$ cat src/rtl/sub_word_mem_ctrl.sv
// Byte/half/word load-store controller in front of a word-wide memory.
// Sub-word stores use read-modify-write; every memory phase is bounded by TIMEOUT.
module sub_word_mem_ctrl #(
  parameter int TIMEOUT = 15
) (
  input  logic        clk,
  input  logic        rst_n,
  input  logic        req,
  input  logic        wr,
  input  logic [1:0]  num_bits,
  input  logic        sign_ext,
  input  logic [31:0] addr,
  input  logic [31:0] wr_data,
  output logic        busy,
  output logic        done,
  output logic        err,
  output logic [31:0] rd_data,
  output logic [31:0] mem_addr,
  output logic        mem_rd_en,
  output logic        mem_wr_en,
  output logic [31:0] mem_wdata,
  input  logic [31:0] mem_rdata,
  input  logic        mem_ready
);

  localparam int CW = $clog2(TIMEOUT + 1);

  typedef enum logic [2:0] {S_IDLE, S_RD, S_MERGE, S_WR, S_DONE} state_t;

  state_t        state, nxt;
  logic          wr_q, sx_q, err_q;
  logic [1:0]    nb_q;
  logic [31:0]   addr_q, wd_q, rword_q, wword_q, rd_data_q;
  logic [CW-1:0] cnt_q;

  logic          illegal, timeout_hit;
  logic [7:0]    byte_sel;
  logic [15:0]   half_sel;
  logic [31:0]   load_val, merged;

  assign illegal = (num_bits == 2'd3) ||
                   (num_bits == 2'd1 && addr[0]) ||
                   (num_bits == 2'd2 && addr[1:0] != 2'b00);

  // Phase gives up on the TIMEOUT-th consecutive not-ready cycle.
  assign timeout_hit = !mem_ready && (cnt_q == CW'(TIMEOUT - 1));

  // Little-endian lane extraction for loads
  always_comb begin
    byte_sel = mem_rdata[{addr_q[1:0], 3'b000} +: 8];
    half_sel = addr_q[1] ? mem_rdata[31:16] : mem_rdata[15:0];
    load_val = mem_rdata;
    case (nb_q)
      2'd0:    load_val = {{24{sx_q & byte_sel[7]}}, byte_sel};
      2'd1:    load_val = {{16{sx_q & half_sel[15]}}, half_sel};
      default: load_val = mem_rdata;
    endcase
  end

  // Overlay the store lane(s) onto the latched read word
  always_comb begin
    merged = rword_q;
    case (nb_q)
      2'd0: merged[{addr_q[1:0], 3'b000} +: 8] = wd_q[7:0];
      2'd1: begin
        if (addr_q[1]) merged[31:16] = wd_q[15:0];
        else           merged[15:0]  = wd_q[15:0];
      end
      default: merged = rword_q;
    endcase
  end

  always_ff @(posedge clk or negedge rst_n) begin
    if (!rst_n) state <= S_IDLE;
    else        state <= nxt;
  end

  always_comb begin
    nxt = state;
    case (state)
      S_IDLE: begin
        if (req) begin
          if (illegal)               nxt = S_DONE;
          else if (!wr)              nxt = S_RD;
          else if (num_bits == 2'd2) nxt = S_WR;
          else                       nxt = S_RD;
        end
      end
      S_RD: begin
        if (mem_ready)        nxt = wr_q ? S_MERGE : S_DONE;
        else if (timeout_hit) nxt = S_DONE;
      end
      S_MERGE: nxt = S_WR;
      S_WR: begin
        if (mem_ready || timeout_hit) nxt = S_DONE;
      end
      S_DONE:  nxt = S_IDLE;
      default: nxt = S_IDLE;
    endcase
  end

  always_ff @(posedge clk or negedge rst_n) begin
    if (!rst_n) begin
      wr_q      <= 1'b0;
      sx_q      <= 1'b0;
      nb_q      <= 2'd0;
      addr_q    <= '0;
      wd_q      <= '0;
      rword_q   <= '0;
      wword_q   <= '0;
      rd_data_q <= '0;
      err_q     <= 1'b0;
      cnt_q     <= '0;
    end else begin
      case (state)
        S_IDLE: begin
          if (req) begin
            wr_q   <= wr;
            sx_q   <= sign_ext;
            nb_q   <= num_bits;
            addr_q <= addr;
            wd_q   <= wr_data;
            err_q  <= illegal;
            cnt_q  <= '0;
            if (wr && num_bits == 2'd2) wword_q <= wr_data;
          end
        end
        S_RD: begin
          if (mem_ready) begin
            if (wr_q) rword_q   <= mem_rdata;
            else      rd_data_q <= load_val;
          end else begin
            cnt_q <= cnt_q + CW'(1);
            if (timeout_hit) err_q <= 1'b1;
          end
        end
        S_MERGE: begin
          wword_q <= merged;
          cnt_q   <= '0;
        end
        S_WR: begin
          if (!mem_ready) begin
            cnt_q <= cnt_q + CW'(1);
            if (timeout_hit) err_q <= 1'b1;
          end
        end
        default: ;
      endcase
    end
  end

  // All outputs decode from the state register so reset clears them at once.
  assign busy      = (state != S_IDLE);
  assign done      = (state == S_DONE);
  assign err       = (state == S_DONE) && err_q;
  assign mem_rd_en = (state == S_RD);
  assign mem_wr_en = (state == S_WR);
  assign mem_addr  = (state == S_RD || state == S_WR) ? {addr_q[31:2], 2'b00} : 32'd0;
  assign mem_wdata = (state == S_WR) ? wword_q : 32'd0;
  assign rd_data   = rd_data_q;

endmodule

$ cat config.mk
export PLATFORM = sky130hd
export DESIGN_NAME = sub_word_mem_ctrl
export DESIGN_NICKNAME = d
export VERILOG_FILES = /design/src/rtl/sub_word_mem_ctrl.sv
export SDC_FILE = /design/constraint.sdc
export NUM_CORES = 1
export LEC_CHECK = 0
export CAP_MARGIN = 20
export CORE_MARGIN = 4
export CORE_UTILIZATION = 25
export DETAILED_ROUTE_END_ITERATION = 16
export PLACE_DENSITY_LB_ADDON = 0.1
export SLEW_MARGIN = 20
export SYNTH_ARGS = -nofsm -noshare
export SYNTH_HDL_FRONTEND = slang
export SYNTH_SLANG_ARGS = --single-unit
$ cat constraint.sdc
create_clock -name clk -period 5 [get_ports clk]
set_input_delay 1 -clock clk [delete_from_list [all_inputs] [get_ports clk]]
set_output_delay 1 -clock clk [all_outputs]
set_load 0.05 [all_outputs]
After elaboration in Yosys (flattened, before gate mapping)

Index checks and enable logic that the tools add are counted.

$lt $le $gt $ge: 0
Multiply operators: 0
Multiplexer cells: 27
Equality and inequality tests: 15
Add/sub/neg operators: 2
Bitwise gates (word level): 3
Shift-type cells: 3
Divide/modulo/power cells: 0
Reductions and logical operators: 25

Operator list:

| kind                     | number |
|---|---|
| $pmux W32 S2             | 3 |
| $mux W32                 | 4 |
| $mux W16                 | 3 |
| $bwmux W32               | 1 |
| $shift A8 B7 Y32 const A | 1 |
| $shiftx A32 B6 Y8        | 1 |
| $shiftx A8 B7 Y32        | 1 |
| $mux W3                  | 6 |
| $reduce_and A3 Y1        | 5 |
| $pmux W3 S4              | 1 |
| $pmux W4 S3              | 1 |
| $mux W4                  | 2 |
| $neg A5 Y7               | 1 |
| $eq A3 B2 Y1 const B     | 2 |
| $ne A2 B2 Y1 const B     | 3 |
| $reduce_bool A2 Y1       | 3 |
| $reduce_bool A3 Y1       | 2 |
| $logic_and A1 B1 Y1      | 5 |
| $add A4 B1 Y4 const B    | 1 |
| $eq A2 B1 Y1 const B     | 2 |
| $eq A2 B2 Y1 const B     | 2 |
| $eq A4 B4 Y1 const B     | 1 |
| $logic_or A1 B1 Y1       | 4 |
| $mux W2                  | 2 |
| other kinds (14)         | 18 |

Bits in writable memories: 0
Latch bits: 0
Memories: 0
Word-level logic and storage cells: 86
Bits of input ports: 104
ROM bits: 0
Bits in registers: 156
Output and inout bits: 101

Longest topological paths before layout

Gate-level depths: netlist (run 1).

Word-level depth: 7
Gate-level depth with buffers: 8
Depth with buffers taken out: 6

Worst setup path before layout (run 1)

No wires, ideal clock.

Path kind: reg-to-output
Start point: register state[0]
End point: output port err
Path buffers: 1
Cell stages (with the launch flop): 4
Required time: 4000 ps
Arrival time: 2380 ps
Setup slack: 1620 ps
Path through: dfrtp_1 clkbuf_1 nor3b_1 and2_1

Longest elaborated chain between the ends: 2

RTL lines:

| what                   | line | RTL |
|---|---|---|
| start, declared        | 30   | `state_t state, nxt;` |
| start signal, assigned | 75   | `else state <= nxt;` |
| $eq A3 B3 Y1           | --   |  |
| net done               | 15   | `output logic done,` |
| $logic_and A1 B1 Y1    | 155  | `assign err = (state == S_DONE) && err_q;` |
| end, declared          | 16   | `output logic err,` |

The timed path passes the listed nets, and every way through them passes these cells.

Final worst setup path (run 1)

Start point: register state[0]
End point: output port mem_wdata[24]

Longest elaborated chain between the ends: 2

RTL lines:

| what          | line | RTL |
|---|---|---|
| $eq A3 B2 Y1  | 159  | `assign mem_wdata = (state == S_WR) ? wword_q : 32'd0;` |
| $mux W32      | 159  |  |
| end, declared | 21   | `output logic [31:0] mem_wdata,` |

Every way passes these cells.

==> impl_metrics.tcl, run 1 <==
set metrics [dict create \
    status "finished, final reports clean" \
    cts_root_buf "clkbuf_16" \
    antenna_found_initial 0 \
    synth_flop_cell "dfrtp_1" \
    skew_ns 0.0161 \
    die-area_sq_um 35300 \
    cts_buffers 17 \
    crit_arrival_ns 3.10 \
    synth_cell_type_count 54 \
    gp_congestion 0.783 \
    drv_slew 0 \
    rows 65 \
    powerDensity_nw_per_um2 622 \
    grt_util_all_layers_pct 16.3 \
    viasPerCell 4.95 \
    crit_type "register to primary output" \
    crit_cells 4 \
    drt_wl_total_um 28700 \
    setup_violations 0 \
    clk_pin_slew_worst_paths_ns 0.08 \
    synth_seq_cells 156 \
    min_period_over_period_pct 82.1 \
    fin_tns_setup_ns 0 \
    dp_hpwl_um 20800 \
    worst_pin_slew_ns 0.883 \
    syn_to_final_growth_pct 36.4 \
    cp-start-kind "register" \
    crit_chain "nor2b_4 -> buf_4 -> and3_1 -> clkdlybuf4s50_1" \
    cts.repair.resized 0 \
    fillers 3245 \
    crit_required_ns 4.00 \
    clk_latency_ns 0.44 \
    rsz0062_at_grt "false" \
    relSlewSlack_pct 40.9 \
    period_needed_ns 4.10 \
    fmax_mhz 244 \
    layout.cells.non_filler 1355 \
    start_util_pct 25.5 \
    grt_pass1_vias 6977 \
    die_h_um 188 \
    layout_common_cells "clkdlybuf4s50_1, dfrtp_1, mux2_2" \
    grt_pass1_wl_um 44300 \
    final_common_cell "clkdlybuf4s50_1" \
    yosysSeqAreaShare_pct 48.3 \
    drt-wirelength-per-cell_um 21.2 \
    drt_iter0_markers 388 \
    drc 0 \
    core-area_sq_um 31700 \
    clockBufferDepth 2 \
    cp_slowest_cell "clkdlybuf4s50_1" \
    antenna_left 0 \
    cts_tree "done" \
    ys.warnings.count 0 \
    synthArstFlopShare_pct 100 \
    pin_count 205 \
    cp-end-kind "primary output" \
    antenna_cells 0 \
    htreeDepth 4 \
    via_count 6714 \
    hold_violations 0 \
    crit_fanout 32 \
    maxCapViolCount 0 \
    avgSynthCellArea_sq_um 10.5 \
    post-cts-setup-buffers 0 \
    netlist_instances 772 \
    crit_family "buffers and inverters" \
    first_pass_iters 7 \
    dp.cells 1323 \
    nets 1051 \
    cellLeakagePower_nw 4.58 \
    cp_num_buf_inv 2 \
    netlist_area_sq_um 8090 \
    portBuffers 202 \
    hold_path_depth 1 \
    peakVddDrop_mv 0.291 \
    grt_start_max_net_pins 83 \
    cp_slowest_stage_delay_ns 0.80 \
    drive_gt1_share_pct 16.2 \
    grt.overflow.total 0 \
    synth_edf_count 0 \
    die_w_um 188 \
    clkSinkCount 156 \
    hold_path.class "register to register" \
    r2r_cells 7 \
    holdBufCountCts 0 \
]
==> final timing paths <==
kind	startpoint	endpoint	slack [ns]
max	state[0]	mem_wdata[24]	0.90
min	wword_q[28]	wword_q[28]	0.49
max reg2reg	addr_q[1]	wword_q[16]	2.03
min reg2reg	wword_q[28]	wword_q[28]	0.49
max in group asynchronous	rst_n	rword_q[24]	3.49
min in group asynchronous	rst_n	addr_q[26]	0.58
==> cells by family after synthesis <==
logic type	count (synthesis)	synth area share, %
multiplexers	98	13.5
adder cells (fa/ha/maj)	7	1.08
flip-flops	156	48.3
buffers and inverters	79	4.35
AND/OR/NAND/NOR	231	15.9
AO/OA/AOI/OAI	200	16.9
other	1	0.0464
==> cells in the mapped netlist, drive strengths merged (2+ instances only) <==
| cell | instances | area, sq um |
|---|---|---|
| and3b | 4 | 35.0 |
| nand2 | 55 | 206 |
| ha | 7 | 87.6 |
| dfrtp | 156 | 3900 |
| or3 | 3 | 18.8 |
| o211ai | 7 | 52.6 |
| mux2 | 88 | 991 |
| buf | 30 | 166 |
| or3b | 3 | 26.3 |
| clkinv | 2 | 7.51 |
| a221o | 11 | 110 |
| inv | 11 | 41.3 |
| nand3 | 18 | 90.1 |
| o22ai | 6 | 37.5 |
| nor4b | 2 | 17.5 |
| clkbuf | 36 | 136 |
| a31oi | 16 | 100 |
| a221oi | 10 | 87.6 |
| o21ai | 34 | 170 |
| a21oi | 52 | 260 |
| a311oi | 2 | 35.0 |
| a31o | 5 | 43.8 |
| a32oi | 2 | 17.5 |
| mux2i | 10 | 100 |
| nor2 | 27 | 104 |
| nor3b | 6 | 55.1 |
| and3 | 40 | 250 |
| o22a | 7 | 61.3 |
| nor2b | 4 | 25.0 |
| o2bb2ai | 14 | 123 |
| o31ai | 3 | 22.5 |
| a22o | 3 | 26.3 |
| or2 | 2 | 12.5 |
| nand2b | 7 | 43.8 |
| nor3 | 6 | 30.0 |
| a21o | 17 | 128 |
| nor4 | 3 | 25.0 |
| and2 | 43 | 269 |
| nor4bb | 7 | 70.1 |
| a211oi | 7 | 52.6 |
==> registers in the layout (all words and copies together), names as in the netlist <==
name     cells
addr_q      32
rd_data     32
rword_q     32
wword_q     32
wd_q        16
cnt_q        4
state        3
nb_q         2
err_q        1
sx_q         1
wr_q         1
==> metal layers <==
layer | track usage [%] | wire length (um) | share of wire, % | up-vias
met3 | 3.50 | 1260 | 4.4 | 24
li1 | - | - | - | 3167
met4 | 4.04 | 376 | 1.3 | 0
met5 | 0 | 0 | 0 | -
met2 | 25.1 | 13000 | 45 | 181
met1 | 23.3 | 14000 | 49 | 3342
==> stage by stage <==
| stage | utilization (%) | worst slack, ns | area (sq um) | hold slack [ns] | power (mW) |
|---|---|---|---|---|---|
| floorplan | - | 1.62 | 8090 | 0.442 | 4.43 |
| global placement | 32.9 | 1.29 | 10400 | 0.469 | 5.57 |
| detailed placement | 32.9 | 1.30 | 10400 | 0.471 | 5.57 |
| CTS | 34.8 | 0.828 | 11000 | 0.489 | 6.94 |
| global route | 34.8 | 0.661 | 11000 | 0.500 | 7.31 |
| finish | 34.8 | 0.896 | 11000 | 0.488 | 6.86 |
==> power by group <==
group          internal, mW  switching, mW
clock network         0.674          0.647
logic                  1.26           1.82
registers              1.88          0.572
total                  3.81           3.04
==> area by class of cell <==
type / instances / area [sq um] / share of cell area, %
flip-flops and latches: 156 / 3910 / 35.4
multi-input cells: 538 / 3860 / 35.0
repair buffers: 214 / 2130 / 19.3
well taps: 402 / 503 / 4.56
clock buffers: 17 / 425 / 3.86
clock inverters: 15 / 165 / 1.50
inverters: 13 / 48.8 / 0.442
(Power assumes the default switching activity.)
==> run 2, diff against run 1 <==
==> constraint.sdc (replaced) <==
create_clock -name clk -period 3.4 [get_ports clk]
set_input_delay 0.68 -clock clk [delete_from_list [all_inputs] [get_ports clk]]
set_output_delay 0.68 -clock clk [all_outputs]
set_load 0.05 [all_outputs]
==> run 2 against run 1 <==
Clock-buffer cell count stayed put; clock skew grew 0.0072 ns; global-route usage decreased by 0.085 points; sequential share of layout area down 0.66 points; sequential cell count unchanged; combinational power rose by 50%; first-iteration DRC count up 27%; wire length down 0.14%; hold slack worse by 0.26 ns; clock power increased by 48%; register-to-register slack lost 1.1 ns; largest power group unchanged.
==> impl_metrics.tcl, run 2 (same netlist as run 1, synthesis figures left out) <==
set metrics [dict create \
    period_needed_ns 3.25 \
    layout_common_cells "clkdlybuf4s50_1, dfrtp_1, mux2_2" \
    final_area_sq_um 11200 \
    crit_cells 4 \
    powerDensity_nw_per_um2 901 \
    placed_area_sq_um 10500 \
    crit_type "register to primary output" \
    cts_buffers 17 \
    status "finished, final reports clean" \
    fin_tns_setup_ns 0 \
    crit_chain "nor2b_4 -> buf_12 -> and2_1 -> clkdlybuf4s50_1" \
    core-area_sq_um 31700 \
    cp_num_buf_inv 2 \
    peakVddDrop_mv 0.426 \
    maxCapViolCount 0 \
    clk_latency_ns 0.45 \
    setup_violations 0 \
    grt_pass1_vias 6977 \
    relSlewSlack_pct 40.5 \
    fillers 3242 \
    post-cts-setup-buffers 0 \
    highest_layer "met4" \
    grt.overflow.total 0 \
    route.met2.wl_um 12900 \
    antenna_found_initial 0 \
    cp-end-kind "primary output" \
    crit_required_ns 2.72 \
    drc 0 \
    rows 65 \
    pin_count 205 \
    clk_pin_slew_worst_paths_ns 0.07 \
    antenna_left 0 \
    cp_slowest_stage_delay_ns 0.79 \
    worst_pin_slew_ns 0.893 \
    portBuffers 202 \
    syn_to_final_growth_pct 38.9 \
    dp_hpwl_um 21000 \
    hold_violations 0 \
    total_power_mw 10.1 \
    grt_util_all_layers_pct 16.2 \
    drv_slew 0 \
    viasPerCell 4.94 \
    fin_util_pct 35.4 \
    drt_wl_total_um 28700 \
    drt_iter0_markers 493 \
    die_w_um 188 \
    crit_fanout 53 \
    skew_ns 0.0233 \
    min_period_over_period_pct 95.7 \
    cts_root_buf "clkbuf_16" \
    final_common_cell "clkdlybuf4s50_1" \
    r2r_cells 6 \
    clockBufferDepth 2 \
    wl_met3_um 1070 \
    grt_start_max_net_pins 63 \
    cp-start-kind "register" \
    nets 1065 \
    drt-wirelength-per-cell_um 20.9 \
    fmax_mhz 307 \
    first_pass_iters 6 \
    met1Wirelength_um 14400 \
    drive_gt1_share_pct 17.7 \
    layout.cells.non_filler 1369 \
    die-area_sq_um 35300 \
    crit_family "buffers and inverters" \
    antenna_cells 0 \
    hold_path.class "input pin to async pin" \
    die_h_um 188 \
    cp_slowest_cell "clkdlybuf4s50_1" \
    via_count 6767 \
    grt_pass1_wl_um 44200 \
    clkSinkCount 156 \
    cts_tree "done" \
    start_util_pct 25.5 \
    crit_arrival_ns 2.57 \
    dp.cells 1337 \
    gp_congestion 0.786 \
    cellLeakagePower_nw 5.37 \
    htreeDepth 4 \
]
==> run 2: path summary, 6_finish.rpt <==
check,from,end,slack (ns)
min reg2reg,wword_q[25],wword_q[25],0.49
max,state[2],mem_addr[23],0.15
max in group asynchronous,rst_n,addr_q[11],2.34
min in group clk,wword_q[25],wword_q[25],0.49
max reg2reg,addr_q[1],wword_q[8],0.91
min,rst_n,err_q,0.23
==> run 2: per-layer routing <==
layer / GRT usage [%] / up-vias
met5: 0 / -
met4: 3.42 / 0
li1: - / 3199
met3: 3.20 / 15
met1: 23.9 / 3379
met2: 24.7 / 174
==> run 2: layout make-up <==
cell class	count	area (sq um)	share of cell area [%]
Sequential cell	156	3910	34.7
Multi-Input combinational cell	538	3860	34.3
Timing Repair Buffer	228	2330	20.7
Tap cell	402	503	4.47
Clock buffer	17	425	3.78
Clock inverter	15	170	1.51
Inverter	13	48.8	0.434
==> run 2: worst reg2reg max path, cell delays in order, from the launching register on <==
cell	delay [ns]
dfrtp_1	0.35
clkinv_1	0.37
ha_1	0.43
nor3_1	0.35
nor3b_1	0.52
a221oi_1	0.21
o2bb2ai_1	0.19
==> run 2: power breakdown <==
group          switching (mW)  internal (mW)
Sequential              0.808           2.76
Clock                   0.951          0.994
Combinational            2.71           1.90
==> run 2: timing repair <==
item | in CTS | in global routing
setup endpoints to repair | 0 | 39
resized for setup | 0 | 39
hold buffers | 0 | 0
==> run 2: stage by stage <==
step | setup WS, ns | hold slack (ns)
after floorplan | 0.340 | 0.384
after detailed placement | 0.537 | 0.468
final | 0.145 | 0.226
after global routing | -0.000416 | 0.262
after CTS | 0.0630 | 0.244
after global placement | 0.576 | 0.465
==> run 3, diff against run 2 <==
--- a/config.mk
+++ b/config.mk
@@ -10,6 +10,7 @@
 export CORE_UTILIZATION = 25
 export DETAILED_ROUTE_END_ITERATION = 16
 export PLACE_DENSITY_LB_ADDON = 0.1
+export SKIP_LAST_GASP = 1
 export SLEW_MARGIN = 20
 export SYNTH_ARGS = -nofsm -noshare
 export SYNTH_HDL_FRONTEND = slang
==> results of run 3 <==
Same layout as run 2: the final DEF is identical, and so are final timing and power.
